===== config.mk =====
export PLATFORM = sky130hd
export DESIGN_NAME = fpga_message_framer
export DESIGN_NICKNAME = d
export VERILOG_FILES = /design/src/rtl/fpga_message_framer.sv
export SDC_FILE = /design/constraint.sdc
export NUM_CORES = 1
export LEC_CHECK = 0
export ABC_AREA = 0
export ABC_CLOCK_PERIOD_IN_PS = 3500
export CAP_MARGIN = 25
export CORE_UTILIZATION = 40
export DETAILED_ROUTE_END_ITERATION = 16
export GPL_TIMING_DRIVEN = 1
export REMOVE_ABC_BUFFERS = 1
export SLEW_MARGIN = 0
export SYNTH_ARGS = -nofsm -noshare
export SYNTH_HDL_FRONTEND = slang
export SYNTH_SLANG_ARGS = --single-unit
export TNS_END_PERCENT = 30

===== constraint.sdc =====
create_clock -name clk_i -period 3.5 [get_ports clk_i]
set_input_delay 0.7 -clock clk_i [delete_from_list [all_inputs] [get_ports clk_i]]
set_output_delay 0.7 -clock clk_i [all_outputs]
set_load 0.02 [all_outputs]

===== src/rtl/fpga_message_framer.sv =====
`default_nettype none
// ============================================================================
// Module   : fpga_message_framer
// Purpose  : Buffers action and heartbeat message strobes, gives action
//            messages priority, and sends each one as a 7-word checksummed
//            16-bit frame on a valid/ready stream:
//            SYNC, {type,seq}, payload[63:48..15:0], checksum.
// Options  : define FPGA_MSG_SEQ_NUM_EN to put an 8-bit frame sequence number
//            in W1[7:0]. Without it, that byte is always zero.
// Revision : 1.0 - initial release
// ============================================================================
module fpga_message_framer #(
  parameter int unsigned MSG_FIFO_DEPTH = 4,
  parameter logic [15:0] SYNC_WORD      = 16'h55AA,
  parameter logic [7:0]  TYPE_ACTION    = 8'h01,
  parameter logic [7:0]  TYPE_HEARTBEAT = 8'h02
) (
  input  logic        clk_i,
  input  logic        rst_n_i,
  input  logic        fpga_message_up_i,
  input  logic [63:0] fpga_message_up_data_i,
  input  logic        heartbeat_en_i,
  input  logic [63:0] heartbeat_data_i,
  output logic        tx_valid_o,
  output logic [15:0] tx_data_o,
  output logic        tx_last_o,
  input  logic        tx_ready_i,
  output logic        msg_drop_o,
  output logic [15:0] msg_drop_cnt_o,
  output logic [15:0] hb_overwrite_cnt_o
);

  localparam int unsigned    PTR_W   = (MSG_FIFO_DEPTH > 1) ? $clog2(MSG_FIFO_DEPTH) : 1;
  localparam logic [PTR_W:0] CNT_MAX = (PTR_W + 1)'(MSG_FIFO_DEPTH);
  localparam logic [PTR_W-1:0] PTR_ONE = PTR_W'(1);
  localparam logic [PTR_W:0]   CNT_ONE = (PTR_W + 1)'(1);

  typedef enum logic [2:0] {
    S_IDLE = 3'd0,
    S_SYNC = 3'd1,
    S_TYPE = 3'd2,
    S_DATA = 3'd3,
    S_CSUM = 3'd4
  } state_t;

  // Action-message FIFO
  logic [63:0]      mem_q [MSG_FIFO_DEPTH];
  logic [63:0]      mem_d [MSG_FIFO_DEPTH];
  logic [PTR_W-1:0] wr_ptr_q, wr_ptr_d, rd_ptr_q, rd_ptr_d;
  logic [PTR_W:0]   fifo_cnt_q, fifo_cnt_d;
  logic             fifo_empty, fifo_full, act_push, act_pop, act_drop;

  // Heartbeat holding register
  logic        hb_pend_q, hb_pend_d, hb_take;
  logic [63:0] hb_data_q, hb_data_d;

  // Status counters
  logic        msg_drop_q, msg_drop_d;
  logic [15:0] drop_cnt_q, drop_cnt_d, hb_ow_cnt_q, hb_ow_cnt_d;

  // Frame engine
  state_t      state_q, state_d;
  logic [1:0]  idx_q, idx_d;
  logic [15:0] csum_q, csum_d;
  logic [7:0]  frm_type_q, frm_type_d;
  logic [63:0] frm_payload_q, frm_payload_d;
  logic [7:0]  seq_w;
  logic        tx_hs;

  // Start a frame only from IDLE. Action messages win over a pending
  // heartbeat. A push into a full FIFO is still accepted when the same
  // cycle pops an entry.
  assign fifo_empty = (fifo_cnt_q == '0);
  assign fifo_full  = (fifo_cnt_q == CNT_MAX);
  assign act_pop    = (state_q == S_IDLE) && !fifo_empty;
  assign hb_take    = (state_q == S_IDLE) && fifo_empty && hb_pend_q;
  assign act_push   = fpga_message_up_i && (!fifo_full || act_pop);
  assign act_drop   = fpga_message_up_i && fifo_full && !act_pop;

  // tx_valid_o depends only on state, so it never depends on tx_ready_i.
  assign tx_valid_o         = (state_q != S_IDLE);
  assign tx_hs              = tx_valid_o && tx_ready_i;
  assign msg_drop_o         = msg_drop_q;
  assign msg_drop_cnt_o     = drop_cnt_q;
  assign hb_overwrite_cnt_o = hb_ow_cnt_q;

  // FIFO next state: write at the tail, read at the head, track occupancy.
  always_comb begin
    mem_d      = mem_q;
    wr_ptr_d   = wr_ptr_q;
    rd_ptr_d   = rd_ptr_q;
    fifo_cnt_d = fifo_cnt_q;
    if (act_push) begin
      mem_d[wr_ptr_q] = fpga_message_up_data_i;
      wr_ptr_d        = wr_ptr_q + PTR_ONE;
    end
    if (act_pop) begin
      rd_ptr_d = rd_ptr_q + PTR_ONE;
    end
    case ({act_push, act_pop})
      2'b10:   fifo_cnt_d = fifo_cnt_q + CNT_ONE;
      2'b01:   fifo_cnt_d = fifo_cnt_q - CNT_ONE;
      default: fifo_cnt_d = fifo_cnt_q;
    endcase
  end

  // Heartbeat: keep only the newest one. Count a strobe as an overwrite
  // only if the older heartbeat is lost unsent.
  always_comb begin
    hb_pend_d   = hb_pend_q;
    hb_data_d   = hb_data_q;
    hb_ow_cnt_d = hb_ow_cnt_q;
    if (heartbeat_en_i) begin
      hb_pend_d = 1'b1;
      hb_data_d = heartbeat_data_i;
      if (hb_pend_q && !hb_take && (hb_ow_cnt_q != 16'hFFFF)) begin
        hb_ow_cnt_d = hb_ow_cnt_q + 16'd1;
      end
    end else if (hb_take) begin
      hb_pend_d = 1'b0;
    end
  end

  // Drop reporting: pulse one cycle after the lost strobe; the count saturates.
  always_comb begin
    msg_drop_d = act_drop;
    drop_cnt_d = drop_cnt_q;
    if (act_drop && (drop_cnt_q != 16'hFFFF)) begin
      drop_cnt_d = drop_cnt_q + 16'd1;
    end
  end

  // Frame FSM: choose the word on the bus, advance on handshake, and add
  // each issued W1..W5 word into the checksum.
  always_comb begin
    state_d       = state_q;
    idx_d         = idx_q;
    csum_d        = csum_q;
    frm_type_d    = frm_type_q;
    frm_payload_d = frm_payload_q;
    tx_data_o     = 16'h0000;
    tx_last_o     = 1'b0;
    case (state_q)
      S_IDLE: begin
        csum_d = 16'h0000;
        idx_d  = 2'd0;
        if (act_pop) begin
          frm_type_d    = TYPE_ACTION;
          frm_payload_d = mem_q[rd_ptr_q];
          state_d       = S_SYNC;
        end else if (hb_take) begin
          frm_type_d    = TYPE_HEARTBEAT;
          frm_payload_d = hb_data_q;
          state_d       = S_SYNC;
        end
      end
      S_SYNC: begin
        tx_data_o = SYNC_WORD;
        if (tx_hs) state_d = S_TYPE;
      end
      S_TYPE: begin
        tx_data_o = {frm_type_q, seq_w};
        if (tx_hs) begin
          csum_d  = csum_q + tx_data_o;
          state_d = S_DATA;
        end
      end
      S_DATA: begin
        case (idx_q)
          2'd0:    tx_data_o = frm_payload_q[63:48];
          2'd1:    tx_data_o = frm_payload_q[47:32];
          2'd2:    tx_data_o = frm_payload_q[31:16];
          default: tx_data_o = frm_payload_q[15:0];
        endcase
        if (tx_hs) begin
          csum_d = csum_q + tx_data_o;
          idx_d  = idx_q + 2'd1;
          if (idx_q == 2'd3) state_d = S_CSUM;
        end
      end
      S_CSUM: begin
        tx_data_o = csum_q;
        tx_last_o = 1'b1;
        if (tx_hs) state_d = S_IDLE;
      end
      default: state_d = S_IDLE;
    endcase
  end

`ifdef FPGA_MSG_SEQ_NUM_EN
  logic [7:0] seq_q, seq_d;

  // Shared sequence number: advance once per completed frame, wrapping at 8 bits.
  always_comb begin
    seq_d = seq_q;
    if (tx_hs && (state_q == S_CSUM)) seq_d = seq_q + 8'd1;
  end

  // Sequence number register.
  always_ff @(posedge clk_i or negedge rst_n_i) begin
    if (!rst_n_i) seq_q <= 8'h00;
    else          seq_q <= seq_d;
  end

  assign seq_w = seq_q;
`else
  assign seq_w = 8'h00;
`endif

  // FIFO storage has no reset: it is only read once pointers mark it valid.
  always_ff @(posedge clk_i) begin
    mem_q <= mem_d;
  end

  // Control and status registers. Reset abandons any frame in progress.
  always_ff @(posedge clk_i or negedge rst_n_i) begin
    if (!rst_n_i) begin
      wr_ptr_q      <= '0;
      rd_ptr_q      <= '0;
      fifo_cnt_q    <= '0;
      hb_pend_q     <= 1'b0;
      hb_data_q     <= 64'h0;
      msg_drop_q    <= 1'b0;
      drop_cnt_q    <= 16'h0000;
      hb_ow_cnt_q   <= 16'h0000;
      state_q       <= S_IDLE;
      idx_q         <= 2'd0;
      csum_q        <= 16'h0000;
      frm_type_q    <= 8'h00;
      frm_payload_q <= 64'h0;
    end else begin
      wr_ptr_q      <= wr_ptr_d;
      rd_ptr_q      <= rd_ptr_d;
      fifo_cnt_q    <= fifo_cnt_d;
      hb_pend_q     <= hb_pend_d;
      hb_data_q     <= hb_data_d;
      msg_drop_q    <= msg_drop_d;
      drop_cnt_q    <= drop_cnt_d;
      hb_ow_cnt_q   <= hb_ow_cnt_d;
      state_q       <= state_d;
      idx_q         <= idx_d;
      csum_q        <= csum_d;
      frm_type_q    <= frm_type_d;
      frm_payload_q <= frm_payload_d;
    end
  end

endmodule
`default_nettype wire

; ---- After elaboration in Yosys (flattened, before gate mapping)
; Cells that the tools add are included.
[classes]
addsub = 9
n_mul = 0
div_mod_pow = 0
n_lt_le_gt_ge = 3
n_eq_ne = 18
shift = 0
mux = 30
bitwise_logic = 2
reduce_logical = 30
[op_table]
columns = cell, n
row1 = 64-bit 2-to-1 mux, 5
row2 = 256-bit bitwise mux, 1
row3 = 64-bit binary-select mux with 2-bit select, 1
row4 = 64-bit demux with 2-bit select, 1
row5 = 16-bit one-hot mux with 3 select lines, 2
row6 = 16-bit one-hot mux with 4 select lines, 1
row7 = 16-bit 2-to-1 mux, 3
row8 = "16-bit by 1-bit adder with 16-bit output, second input constant", 2
row9 = 16-bit adder, 2
row10 = "16-bit inequality test, second input constant", 2
row11 = 3-bit 2-to-1 mux, 7
row12 = 8-bit 2-to-1 mux, 2
row13 = 3-bit one-hot mux with 5 select lines, 1
row14 = 1-bit logical AND, 11
row15 = "2-bit inequality test, second input constant", 5
row16 = 2-bit nonzero test, 4
row17 = "2-bit by 1-bit adder with 2-bit output, second input constant", 3
row18 = "2-bit equality test, second input constant", 3
row19 = "3-bit by 2-bit equality test with 1-bit output, second input constant", 2
row20 = "3-bit equality test, second input constant", 2
row21 = "3-bit greater-or-equal comparator, second input constant", 2
row22 = 3-bit logical NOT, 2
row23 = 2-bit NOT with 3-bit output, 2
row24 = 3-bit one-hot mux with 2 select lines, 1
row25 = 16 further kinds, 25
[totals]
regBits = 454
latch_bits = 0
ramBits = 0
mem_bits_ro = 0
inputBits = 133
output_inout_bits = 51
wordCells = 109
n_memories = 0

; ---- Longest topological paths before layout
; Gate-level depths: netlist of run 1.
[logic_depth]
depth_word = 7
depth_mapped = 13
depth_no_buf = 12

; ---- Worst setup path before layout of run 1
; Ideal clock, no wire load.
[synth_timing]
path_type = flip-flop to flip-flop
startpoint = reg state_q[1]
endpoint = reg mem_q[0] (netlist name), enable pin
arrival_time_ns = 2.854
required_ns = 3.071
setup_slack_ns = 0.217
path_stages_with_launch = 6
n_path_buf = 1
path_cell_list = dfrtp_1 -> buf_4 -> nor3_2 -> inv_2 -> a31oi_1 -> and2_1
[synth_via]
elab_chain_len = 4
[synth_lines]
columns = item, line_no
row1 = from (decl), 62  ; state_t state_q, state_d;
row2 = from (signal assigned), 240  ; state_q <= state_d;
row3 = 3-bit logical NOT, 75  ; assign act_pop = (state_q == S_IDLE) && !fifo_empty;
row4 = 1-bit logical AND, 75
row5 = 1-bit logical OR, 77  ; assign act_push = fpga_message_up_i && (!fifo_full || act_pop);
row6 = 1-bit logical AND, 77
row7 = to (signal assigned), 212  ; mem_q <= mem_d;
row8 = to (decl), 47  ; logic [63:0] mem_q [MSG_FIFO_DEPTH];
; No other way between the ends.
; A chain may end at the register's enable or synchronous reset.

; ---- Worst setup path after layout of run 1
[layout_timing]
startpoint = reg idx_q[0]
endpoint = out tx_data_o[8]
[layout_via]
elab_chain_len = 4
elab_cells_between_ends = 6
classes_between = eq/ne: 2 / mux: 3 / reduce/logical: 1
[layout_lines]
columns = item, line_no
row1 = from (decl), 63  ; logic [1:0] idx_q, idx_d;
row2 = from (signal assigned), 241  ; idx_q <= idx_d;
row3 = 2-bit equality test (tied with other cells), 169  ; case (idx_q)
row4 = 16-bit one-hot mux with 3 select lines (*), 169
row5 = 16-bit 2-to-1 mux (*), 143  ; case (state_q)
row6 = 16-bit one-hot mux with 4 select lines (*), 143
row7 = to (decl), 25  ; output logic [15:0] tx_data_o,
; Every way passes the cells marked *; elsewhere a longest branch is shown, timed or not. The select of a mux whose other input is x is not followed.

==> impl_metrics.yaml, run 1 <==
run_status:
  run_status: "completed"
timing:
  timing_max_transition_violations_final: 0
  maxSlewHeadroom_pct: 49.47
  setup_viol_count_final: 0
  period_minus_slack_ns: 3.378
  worst_slack_ns: 0.1222
  max_clock_freq_ghz: 0.2961
  grt_setup_unrepaired: "yes"
  final.setup.tns_ns: 0
  worstMarginPinSlew_ns: 0.7579
  timing.hold.ws_ns: 0.1172
  largest_clock_skew_in_the_final_design_ns: 0.01346
  final.period_utilization_pct: 96.51
  hold_viol: 0
detailed_routing:
  avgViaCountPerCell: 5.335
  wirelength_met1_mm: 20.54
  drtAntennaViolNets: 0
  wire_length_reported_by_the_detailed_router_mm: 44.80
  vias: 11177
  routed-wl-met2_mm: 21.24
  remaining_drc_errors: 0
  route.top_layer_used: "met4"
  dr.first_iter.drc_count: 1015
  dr.pass1.iters: 5
  route.met3.wl_mm: 2.257
  wire_per_inst_um: 21.38
placed_design:
  post-place-ws_ns: -0.03583
  place_hpwl_mm: 29.65
  gp_congestion: 0.8686
  portBuffers: 183
floorplanning:
  core_area_um2: 45770
  chipHeight_um: 218.3
  horizontal_die_dimension_um: 218.3
  placement_rows: 78
  io_pins: 184
  die_area_um2: 47650
  initial_core_util_pct: 40.88
logic_synthesis:
  asyncSetResetFlopFracSynth_pct: 42.86
  synth_edf_count: 256
  seq_area_frac_synth_pct: 66.76
  netlist-cell-type-count: 61
  synthCells: 1237
  ys.warnings.count: 0
  mappedNetlistArea_um2: 18710
  synth.avg_cell_area_um2: 15.13
  synth_flop_cell: "sky130_fd_sc_hd__edfxtp_1"
  synth-seq-cells: 448
min_path:
  hold_path_class: "in2async"
clock_tree:
  h_tree_depth: 2
  cts-root-to-sink-buffers: 3
  cts_tree: "done"
  clock_insertion_delay_worst_skew_ns: 0.58
  clock_sinks: 448
  post_cts_hold_buffer_count: 0
  clockRootBuffer: "sky130_fd_sc_hd__clkbuf_16"
  worst_setup_hold_path_clk_slew_ns: 0.06
  cts-buffers-inserted: 47
worst_setup_path:
  cell_mode_on_critical_path: "sky130_fd_sc_hd__buf_4"
  worst_path_class_setup: "reg2out"
  worst_setup_path_startpoint: "idx_q[0]"
  cpPeakStageDelay_ns: 0.39
  end_kind: "output pin"
  required_ns: 2.80
  regToRegStartpoint: "idx_q[0]"
  regToRegSetupSlack_ns: 0.25
  worst_ep_arrival_time_ns: 2.68
  worstSetupPathDepth: 8
  path_cells: "buf_4 > ha_2 > buf_6 > mux2i_1 > buf_4 > nor2_1 > o31ai_2 > buf_4"
  r2r_end: "csum_q[10]"
  timing.reg2reg.worst_path_depth: 14
  path_max_fanout: 11
  critical_path_buf_inv_count: 4
  crit_end: "tx_data_o[8]"
  cpMaxStageDelayCell: "sky130_fd_sc_hd__dfrtp_1"
  startpoint_type: "register"
  crit_family: "buffers and inverters"
grt:
  grt_start_max_net_pins: 68
  grt.overflow.total: 0
  grt_pass1_vias: 11719
  grt_pass1_wl_mm: 68.98
  globalRouteTotalUtil_pct: 19.17
  antenna_found_initial: 0
power_and_ir_drop:
  power.density_nw_per_um2: 830.0
  finalPower_mw: 19.18
  power.static_leakage_nw: 8.925
  vdd_drop_max_uv: 388.5
cells_and_area:
  layout_area_overhead_pct: 23.51
  layout.cells.most_common_list: "sky130_fd_sc_hd__edfxtp_1 (256), sky130_fd_sc_hd__dfrtp_1 (190), sky130_fd_sc_hd__nand2_1 (170), sky130_fd_sc_hd__clkdlybuf4s50_1 (165), sky130_fd_sc_hd__mux2_2 (68)"
  drive_above_1_share_pct: 19.81
  filler_cell_count: 3894
  postLayoutCoreUtil_pct: 50.49
  register_area_um2: 12500
  finalNetCount: 1622
  layout_commonest_cell: "sky130_fd_sc_hd__edfxtp_1"
  multiInputGateArea_um2: 5922
run:
  maxCapViolCount: 0
==> repair_timing <==
action / in CTS / in global routing
setup buffers: 0 / 2
gates resized for setup: 5 / 6
pin swaps: 0 / 3
endpoints found under the setup margin: 6 / 7
==> how the worst min path moves through the flow <==
| stage | startpoint | end | slack [ns] | depth (start not counted) |
|---|---|---|---|---|
| after detailed placement | frm_payload_q[19] | frm_payload_q[19] | 0.46 | 2 |
| after global routing | rst_n_i | frm_payload_q[44] | 0.14 | 1 |
| final | rst_n_i | frm_payload_q[44] | 0.12 | 1 |
| after CTS | rst_n_i | frm_payload_q[43] | 0.12 | 1 |
| after floorplan | rst_n_i | csum_q[0] | 0.40 | 0 |
| after global placement | frm_payload_q[11] | frm_payload_q[11] | 0.45 | 2 |
==> kinds of logic (layout without fill, tap and decap cells) <==
kind of cell               after synthesis  count (layout)  synth area share, %
adders and majority gates               33              33                2.327
xor gates and xnor gates                46              46                2.153
buffers and inverters                   90             347                1.939
muxes                                  149             149                12.70
AOI/OAI and AO/OA                      182             182                7.188
DFF                                    448             448                66.76
and+or+nand+nor                        289             289                6.927
other                                    0               1                    0
==> state kept, by name, summed over array words and instances, names as in the netlist, 3 cells and up <==
signal and cells:
csum_q 16, fifo_cnt_q 3, frm_payload_q 64, hb_data_q 64
hb_overwrite_cnt_o 16, mem_q 256, msg_drop_cnt_o 16, state_q 3
==> report_power, final <==
group	total [mW]	internal, mW	switching [mW]
Clock	5.08	3.03	2.04
Sequential	7.71	6.89	0.816
Combinational	6.40	2.91	3.49
Total	19.2	12.8	6.35
==> cell type report <==
type	instances	share of cell area (%)
Clock buffer	62	5.733
Inverter	32	0.5197
Antenna cell	1	0.01083
Sequential cell	448	54.08
Tap cell	600	3.248
Multi-Input combinational cell	699	25.62
Clock inverter	25	1.110
Timing Repair Buffer	228	9.669
==> metal layers <==
| layer | track usage (%) | up-vias |
|---|---|---|
| met5 | 0 | - |
| met4 | 5.198 | 0 |
| met3 | 3.674 | 53 |
| met2 | 30.52 | 259 |
| met1 | 26.89 | 5728 |
| li1 | - | 5137 |
==> stage by stage <==
| step | instance area [um2] | instances |
|---|---|---|
| finish | 23110 | 2095 |
| CTS | 23070 | 2092 |
| floorplan | 18470 | 1179 |
| global route | 23110 | 2094 |
| detailed placement | 21470 | 2005 |
| global placement | 21470 | 2005 |
==> cells in the mapped netlist (9+ instances only) <==
cell type	number	share of area (%)
sky130_fd_sc_hd__a21oi_1	18	0.48
sky130_fd_sc_hd__inv_1	31	0.62
sky130_fd_sc_hd__clkbuf_1	36	0.72
sky130_fd_sc_hd__buf_2	14	0.37
sky130_fd_sc_hd__nor3_1	13	0.35
sky130_fd_sc_hd__xor2_1	24	1.1
sky130_fd_sc_hd__a22o_1	13	0.61
sky130_fd_sc_hd__a222oi_1	16	0.86
sky130_fd_sc_hd__a22oi_1	67	2.7
sky130_fd_sc_hd__nor2_1	36	0.72
sky130_fd_sc_hd__edfxtp_1	256	41
sky130_fd_sc_hd__o21ai_0	32	0.86
sky130_fd_sc_hd__ha_1	30	2.0
sky130_fd_sc_hd__dfrtp_1	192	26
sky130_fd_sc_hd__nand3_1	14	0.37
sky130_fd_sc_hd__mux2_2	68	4.1
sky130_fd_sc_hd__xnor2_1	22	1.0
sky130_fd_sc_hd__mux4_2	64	7.7
sky130_fd_sc_hd__nand2_1	170	3.4
sky130_fd_sc_hd__and2_1	9	0.30
sky130_fd_sc_hd__mux2i_1	17	0.91
sky130_fd_sc_hd__and3_1	9	0.30
(Power assumes the default switching activity.)
==> inputs of run 2 (changes only) <==
- GPL_TIMING_DRIVEN: 1 -> 0
==> impl_metrics.yaml, run 2 (same netlist as run 1, synthesis figures left out) <==
clock_tree:
  cts-root-to-sink-buffers: 3
  clockRootBuffer: "sky130_fd_sc_hd__clkbuf_16"
  cts_tree: "done"
  clock_insertion_delay_worst_skew_ns: 0.58
  h_tree_depth: 2
  cts-buffers-inserted: 48
  clock_sinks: 448
  worst_setup_hold_path_clk_slew_ns: 0.06
cells_and_area:
  layout_commonest_cell: "sky130_fd_sc_hd__edfxtp_1"
  drive_above_1_share_pct: 19.32
  layout_area_overhead_pct: 24.39
  number_of_flip_flops_in_the_largest_register: 256
  largest_register: "mem_q"
  registers_with_the_most_flip_flops: "mem_q: 256 flops, frm_payload_q: 64 flops, hb_data_q: 64 flops"
  postLayoutCoreUtil_pct: 50.85
  antenna_cells: 0
  finalNetCount: 1607
  layout.cells.most_common_list: "sky130_fd_sc_hd__edfxtp_1 (256), sky130_fd_sc_hd__dfrtp_1 (188), sky130_fd_sc_hd__nand2_1 (170), sky130_fd_sc_hd__clkdlybuf4s50_1 (165), sky130_fd_sc_hd__mux2_2 (68)"
detailed_routing:
  wire_length_reported_by_the_detailed_router_mm: 44.31
  drtAntennaViolNets: 0
  dr.first_iter.drc_count: 973
  wire_per_inst_um: 21.30
  avgViaCountPerCell: 5.369
  dr.pass1.iters: 7
  vias: 11168
  remaining_drc_errors: 0
power_and_ir_drop:
  power.density_nw_per_um2: 828.5
  vdd_drop_max_uv: 449.9
  power.static_leakage_nw: 8.939
timing:
  max_clock_freq_ghz: 0.2938
  setup_viol_count_final: 0
  largest_clock_skew_in_the_final_design_ns: 0.01712
  worst_slack_ns: 0.09584
  grt_setup_unrepaired: "yes"
  final.setup.tns_ns: 0
  worstMarginPinSlew_ns: 0.9277
  final.period_utilization_pct: 97.26
  maxSlewHeadroom_pct: 37.92
  hold_viol: 0
  period_minus_slack_ns: 3.404
  timing_max_transition_violations_final: 0
placed_design:
  gp_congestion: 0.8220
  post-place-ws_ns: -0.5287
  portBuffers: 183
  place_hpwl_mm: 27.92
worst_setup_path:
  path_max_fanout: 9
  regToRegStartpoint: "idx_q[0]"
  r2r_end: "csum_q[15]"
  crit_end: "tx_data_o[3]"
  worst_ep_arrival_time_ns: 2.70
  worstSetupPathDepth: 8
  regToRegSetupSlack_ns: 0.1
  timing.reg2reg.worst_path_depth: 12
  path_cells: "inv_2 > ha_4 > buf_8 > a222oi_1 > mux2i_1 > nor2_1 > o21ai_0 > clkdlybuf4s15_2"
  worst_path_class_setup: "reg2out"
  critical_path_buf_inv_count: 3
  cpMaxStageDelayCell: "sky130_fd_sc_hd__a222oi_1"
  startpoint_type: "register"
  crit_family: "buffers and inverters"
  cpPeakStageDelay_ns: 0.46
  end_kind: "output pin"
  required_ns: 2.80
  worst_setup_path_startpoint: "idx_q[0]"
min_path:
  hold_path_class: "in2async"
floorplanning:
  die_area_um2: 47650
  initial_core_util_pct: 40.88
  placement_rows: 78
  chipHeight_um: 218.3
  horizontal_die_dimension_um: 218.3
  io_pins: 184
  core_area_um2: 45770
run_status:
  run_status: "completed"
run:
  maxCapViolCount: 0
grt:
  grt_pass1_wl_mm: 68.72
  grt_start_max_net_pins: 76
  globalRouteTotalUtil_pct: 19.14
  antenna_found_initial: 0
  grt_pass1_vias: 11619
  grt.overflow.total: 0
==> run 2: power breakdown <==
part	internal, mW	switching (mW)
logic	2.97	3.63
registers	6.90	0.792
clock network	2.92	2.07
==> run 2: worst min path at each step <==
stage / end / start / slack (ns)
finish: hb_data_q[43] / rst_n_i / 0.05
global route: hb_data_q[43] / rst_n_i / 0.06
CTS: hb_data_q[43] / rst_n_i / 0.04
detailed placement: frm_payload_q[12] / frm_payload_q[12] / 0.46
global placement: frm_payload_q[30] / frm_payload_q[30] / 0.45
floorplan: csum_q[0] / rst_n_i / 0.40
==> run 2: worst register-to-register path, stage by stage, from the launching register on <==
cell and delay [ns]:
sky130_fd_sc_hd__dfrtp_2 0.45, sky130_fd_sc_hd__inv_2 0.09, sky130_fd_sc_hd__ha_4 0.23, sky130_fd_sc_hd__buf_8 0.17, sky130_fd_sc_hd__a222oi_1 0.47, sky130_fd_sc_hd__mux2i_1 0.22
sky130_fd_sc_hd__ha_1 0.35, sky130_fd_sc_hd__and2_1 0.18, sky130_fd_sc_hd__a221oi_4 0.31, sky130_fd_sc_hd__a2111o_1 0.22, sky130_fd_sc_hd__o311ai_2 0.14, sky130_fd_sc_hd__or4_1 0.42
sky130_fd_sc_hd__nand3_1 0.09
==> run 2: timing repair <==
item	CTS	global route
endpoints found under the setup margin	25	21
hold buffers	0	0
pin swaps	3	12
resized for setup	50	21
buffers inserted	4	8
==> run 2: area by class of cell <==
class                           count  area [um2]
Inverter                           32       120.1
Timing Repair Buffer              212        2325
Tap cell                          600       750.7
Multi-Input combinational cell    699        6025
Clock inverter                     16       147.6
Fill cell                        3893       22500
Clock buffer                       73        1406
Sequential cell                   448       12500
==> run 2: stage by stage <==
step	power [mW]	std cells	area (um2)	hold WS (ns)
final	19.28	2080	23280	0.05300
after global routing	20.42	2080	23280	0.06411
after CTS	19.35	2072	23170	0.03747
after detailed placement	14.19	1979	21510	0.4554
after global placement	14.06	1962	21050	0.4483
after floorplan	11.77	1179	18470	0.4044
==> run 2: layer usage <==
| metal | track usage, % | wire length, um | share of wire [%] | vias to the layer above |
|---|---|---|---|---|
| met1 | 26.45 | 19810 | 45 | 5685 |
| met4 | 4.872 | 766 | 1.7 | 0 |
| met2 | 30.31 | 20760 | 47 | 306 |
| met5 | 0 | 0 | 0 | - |
| met3 | 4.635 | 2971 | 6.7 | 52 |
| li1 | - | - | - | 5125 |
==> inputs of run 3 (changes only) <==
- CTS_BUF_LIST: unset -> sky130_fd_sc_hd__clkbuf_4 sky130_fd_sc_hd__clkbuf_8
==> impl_metrics.yaml, run 3 (same netlist as run 1, synthesis figures left out) <==
floorplanning:
  initial_core_util_pct: 40.88
  placement_rows: 78
  chipHeight_um: 218.3
  io_pins: 184
  horizontal_die_dimension_um: 218.3
  die_area_um2: 47650
  core_area_um2: 45770
min_path:
  hold_path_class: "reg2reg"
  min-delay-start: "frm_payload_q[12]"
  holdPathEnd: "frm_payload_q[12]"
  worstHoldPathCells: 2
detailed_routing:
  vias: 11282
  drtAntennaViolNets: 0
  avgViaCountPerCell: 5.277
  wire_length_reported_by_the_detailed_router_mm: 44.51
  dr.first_iter.drc_count: 865
  remaining_drc_errors: 0
  wire_per_inst_um: 20.82
  dr.pass1.iters: 6
power_and_ir_drop:
  power.static_leakage_nw: 9.048
  vdd_drop_max_uv: 333.5
  power.density_nw_per_um2: 820.8
worst_setup_path:
  regToRegSetupSlack_ns: 0.09
  path_max_fanout: 8
  worst_setup_path_startpoint: "idx_q[0]"
  crit_family: "buffers and inverters"
  regToRegStartpoint: "idx_q[0]"
  critical_path_buf_inv_count: 3
  worst_ep_arrival_time_ns: 2.72
  path_cells: "inv_1 > ha_4 > buf_4 > a222oi_1 > mux2i_1 > mux2i_1 > o31ai_1 > clkdlybuf4s15_2"
  required_ns: 2.80
  r2r_end: "csum_q[15]"
  startpoint_type: "register"
  cpMaxStageDelayCell: "sky130_fd_sc_hd__dfrtp_2"
  cell_mode_on_critical_path: "sky130_fd_sc_hd__mux2i_1"
  cpPeakStageDelay_ns: 0.41
  timing.reg2reg.worst_path_depth: 12
  worst_path_class_setup: "reg2out"
  end_kind: "output pin"
cells_and_area:
  registers_with_the_most_flip_flops: "mem_q: 256 flops, frm_payload_q: 64 flops, hb_data_q: 64 flops"
  layout_area_overhead_pct: 24.75
  drive_above_1_share_pct: 22.58
  layout_commonest_cell: "sky130_fd_sc_hd__edfxtp_1"
  finalNetCount: 1640
  largest_register: "mem_q"
  postLayoutCoreUtil_pct: 51.00
  number_of_flip_flops_in_the_largest_register: 256
  layout.cells.most_common_list: "sky130_fd_sc_hd__edfxtp_1 (256), sky130_fd_sc_hd__dfrtp_1 (188), sky130_fd_sc_hd__nand2_1 (170), sky130_fd_sc_hd__clkdlybuf4s50_1 (165), sky130_fd_sc_hd__clkbuf_8 (83)"
timing:
  maxSlewHeadroom_pct: 40.44
  worstMarginPinSlew_ns: 0.8900
  timing.hold.ws_ns: 0.4647
  grt_setup_unrepaired: "yes"
  largest_clock_skew_in_the_final_design_ns: 0.01992
  max_clock_freq_ghz: 0.2923
  hold_viol: 0
  timing_max_transition_violations_final: 0
  final.period_utilization_pct: 97.75
  period_minus_slack_ns: 3.421
  setup_viol_count_final: 0
placed_design:
  place_hpwl_mm: 27.92
  gp_congestion: 0.8220
  portBuffers: 183
grt:
  grt.overflow.total: 0
  antenna_found_initial: 0
  globalRouteTotalUtil_pct: 19.39
  grt_start_max_net_pins: 76
  grt_pass1_vias: 11946
  grt_pass1_wl_mm: 69.57
clock_tree:
  clockRootBuffer: "sky130_fd_sc_hd__clkbuf_8"
  h_tree_depth: 3
  cts-root-to-sink-buffers: 3
  cts_tree: "done"
  worst_setup_hold_path_clk_slew_ns: 0.06
  clock_insertion_delay_worst_skew_ns: 0.63
  cts-buffers-inserted: 77
  clock_sinks: 448
run_status:
  run_status: "completed"
run:
  maxCapViolCount: 0
-- run 3: final cells by class --
type	instances	area (um2)
clock buffer	116	1390
fill	3943	22430
multi-input combinational	699	6013
timing repair buffer	216	2360
inverter	32	120.1
clock inverter	26	203.9
antenna	1	2.502
sequential	448	12500
tap	600	750.7
-- run 3: worst max path at each step --
stage	end	cells after the start
after CTS	tx_data_o[6]	4
after global routing	tx_data_o[9]	8
after floorplan	frm_payload_q[63]	6
after detailed placement	csum_q[10]	13
final	tx_data_o[9]	8
after global placement	frm_payload_q[53]	6
-- run 3: per-layer routing --
metal | global-route usage (%) | vias up | routed length [um]
met4 | 6.410 | 0 | 809
met2 | 30.70 | 323 | 20890
met3 | 4.593 | 63 | 2847
li1 | - | 5196 | -
met1 | 26.28 | 5700 | 19960
met5 | 0 | - | 0
-- run 3: stage by stage --
stage	total power [mW]	worst slack, ns	cell area (um2)	std cells	TNS, ns
5_1_grt	20.38	-0.07050	23340	2137	-0.2794
2_1_floorplan	11.77	-1.863	18470	1179	-119.96
4_1_cts	19.29	-0.1888	23240	2128	-0.7073
6_report	19.16	0.07875	23340	2138	0
3_3_place_gp	14.06	-9.368	21050	1962	-2591.13
3_5_place_dp	14.19	-0.5287	21510	1979	-3.606
-- run 3: power breakdown --
| group | switching, mW | internal [mW] | total (mW) |
|---|---|---|---|
| logic | 3.62 | 2.99 | 6.61 |
| clock network | 2.10 | 2.77 | 4.87 |
| registers | 0.782 | 6.90 | 7.68 |
-- run 3: what timing repair did --
| item | in CTS | in global routing |
|---|---|---|
| setup buffers | 6 | 9 |
| hold endpoints to repair | 40 | 0 |
| pin swaps | 8 | 6 |
| hold buffers | 1 | 0 |
| setup endpoints to repair | 26 | 23 |
| resized for setup | 63 | 17 |
-- run 3: worst reg2reg max path, stage by stage (launching register included) --
cell,delay [ns]
sky130_fd_sc_hd__dfrtp_2,0.37
sky130_fd_sc_hd__inv_1,0.10
sky130_fd_sc_hd__ha_4,0.24
sky130_fd_sc_hd__buf_8,0.17
sky130_fd_sc_hd__a222oi_1,0.37
sky130_fd_sc_hd__mux2i_1,0.20
sky130_fd_sc_hd__ha_1,0.39
sky130_fd_sc_hd__a21oi_2,0.22
sky130_fd_sc_hd__o21ai_0,0.16
sky130_fd_sc_hd__a221oi_1,0.33
sky130_fd_sc_hd__o311ai_1,0.24
sky130_fd_sc_hd__or4_1,0.43
sky130_fd_sc_hd__nand3_1,0.10
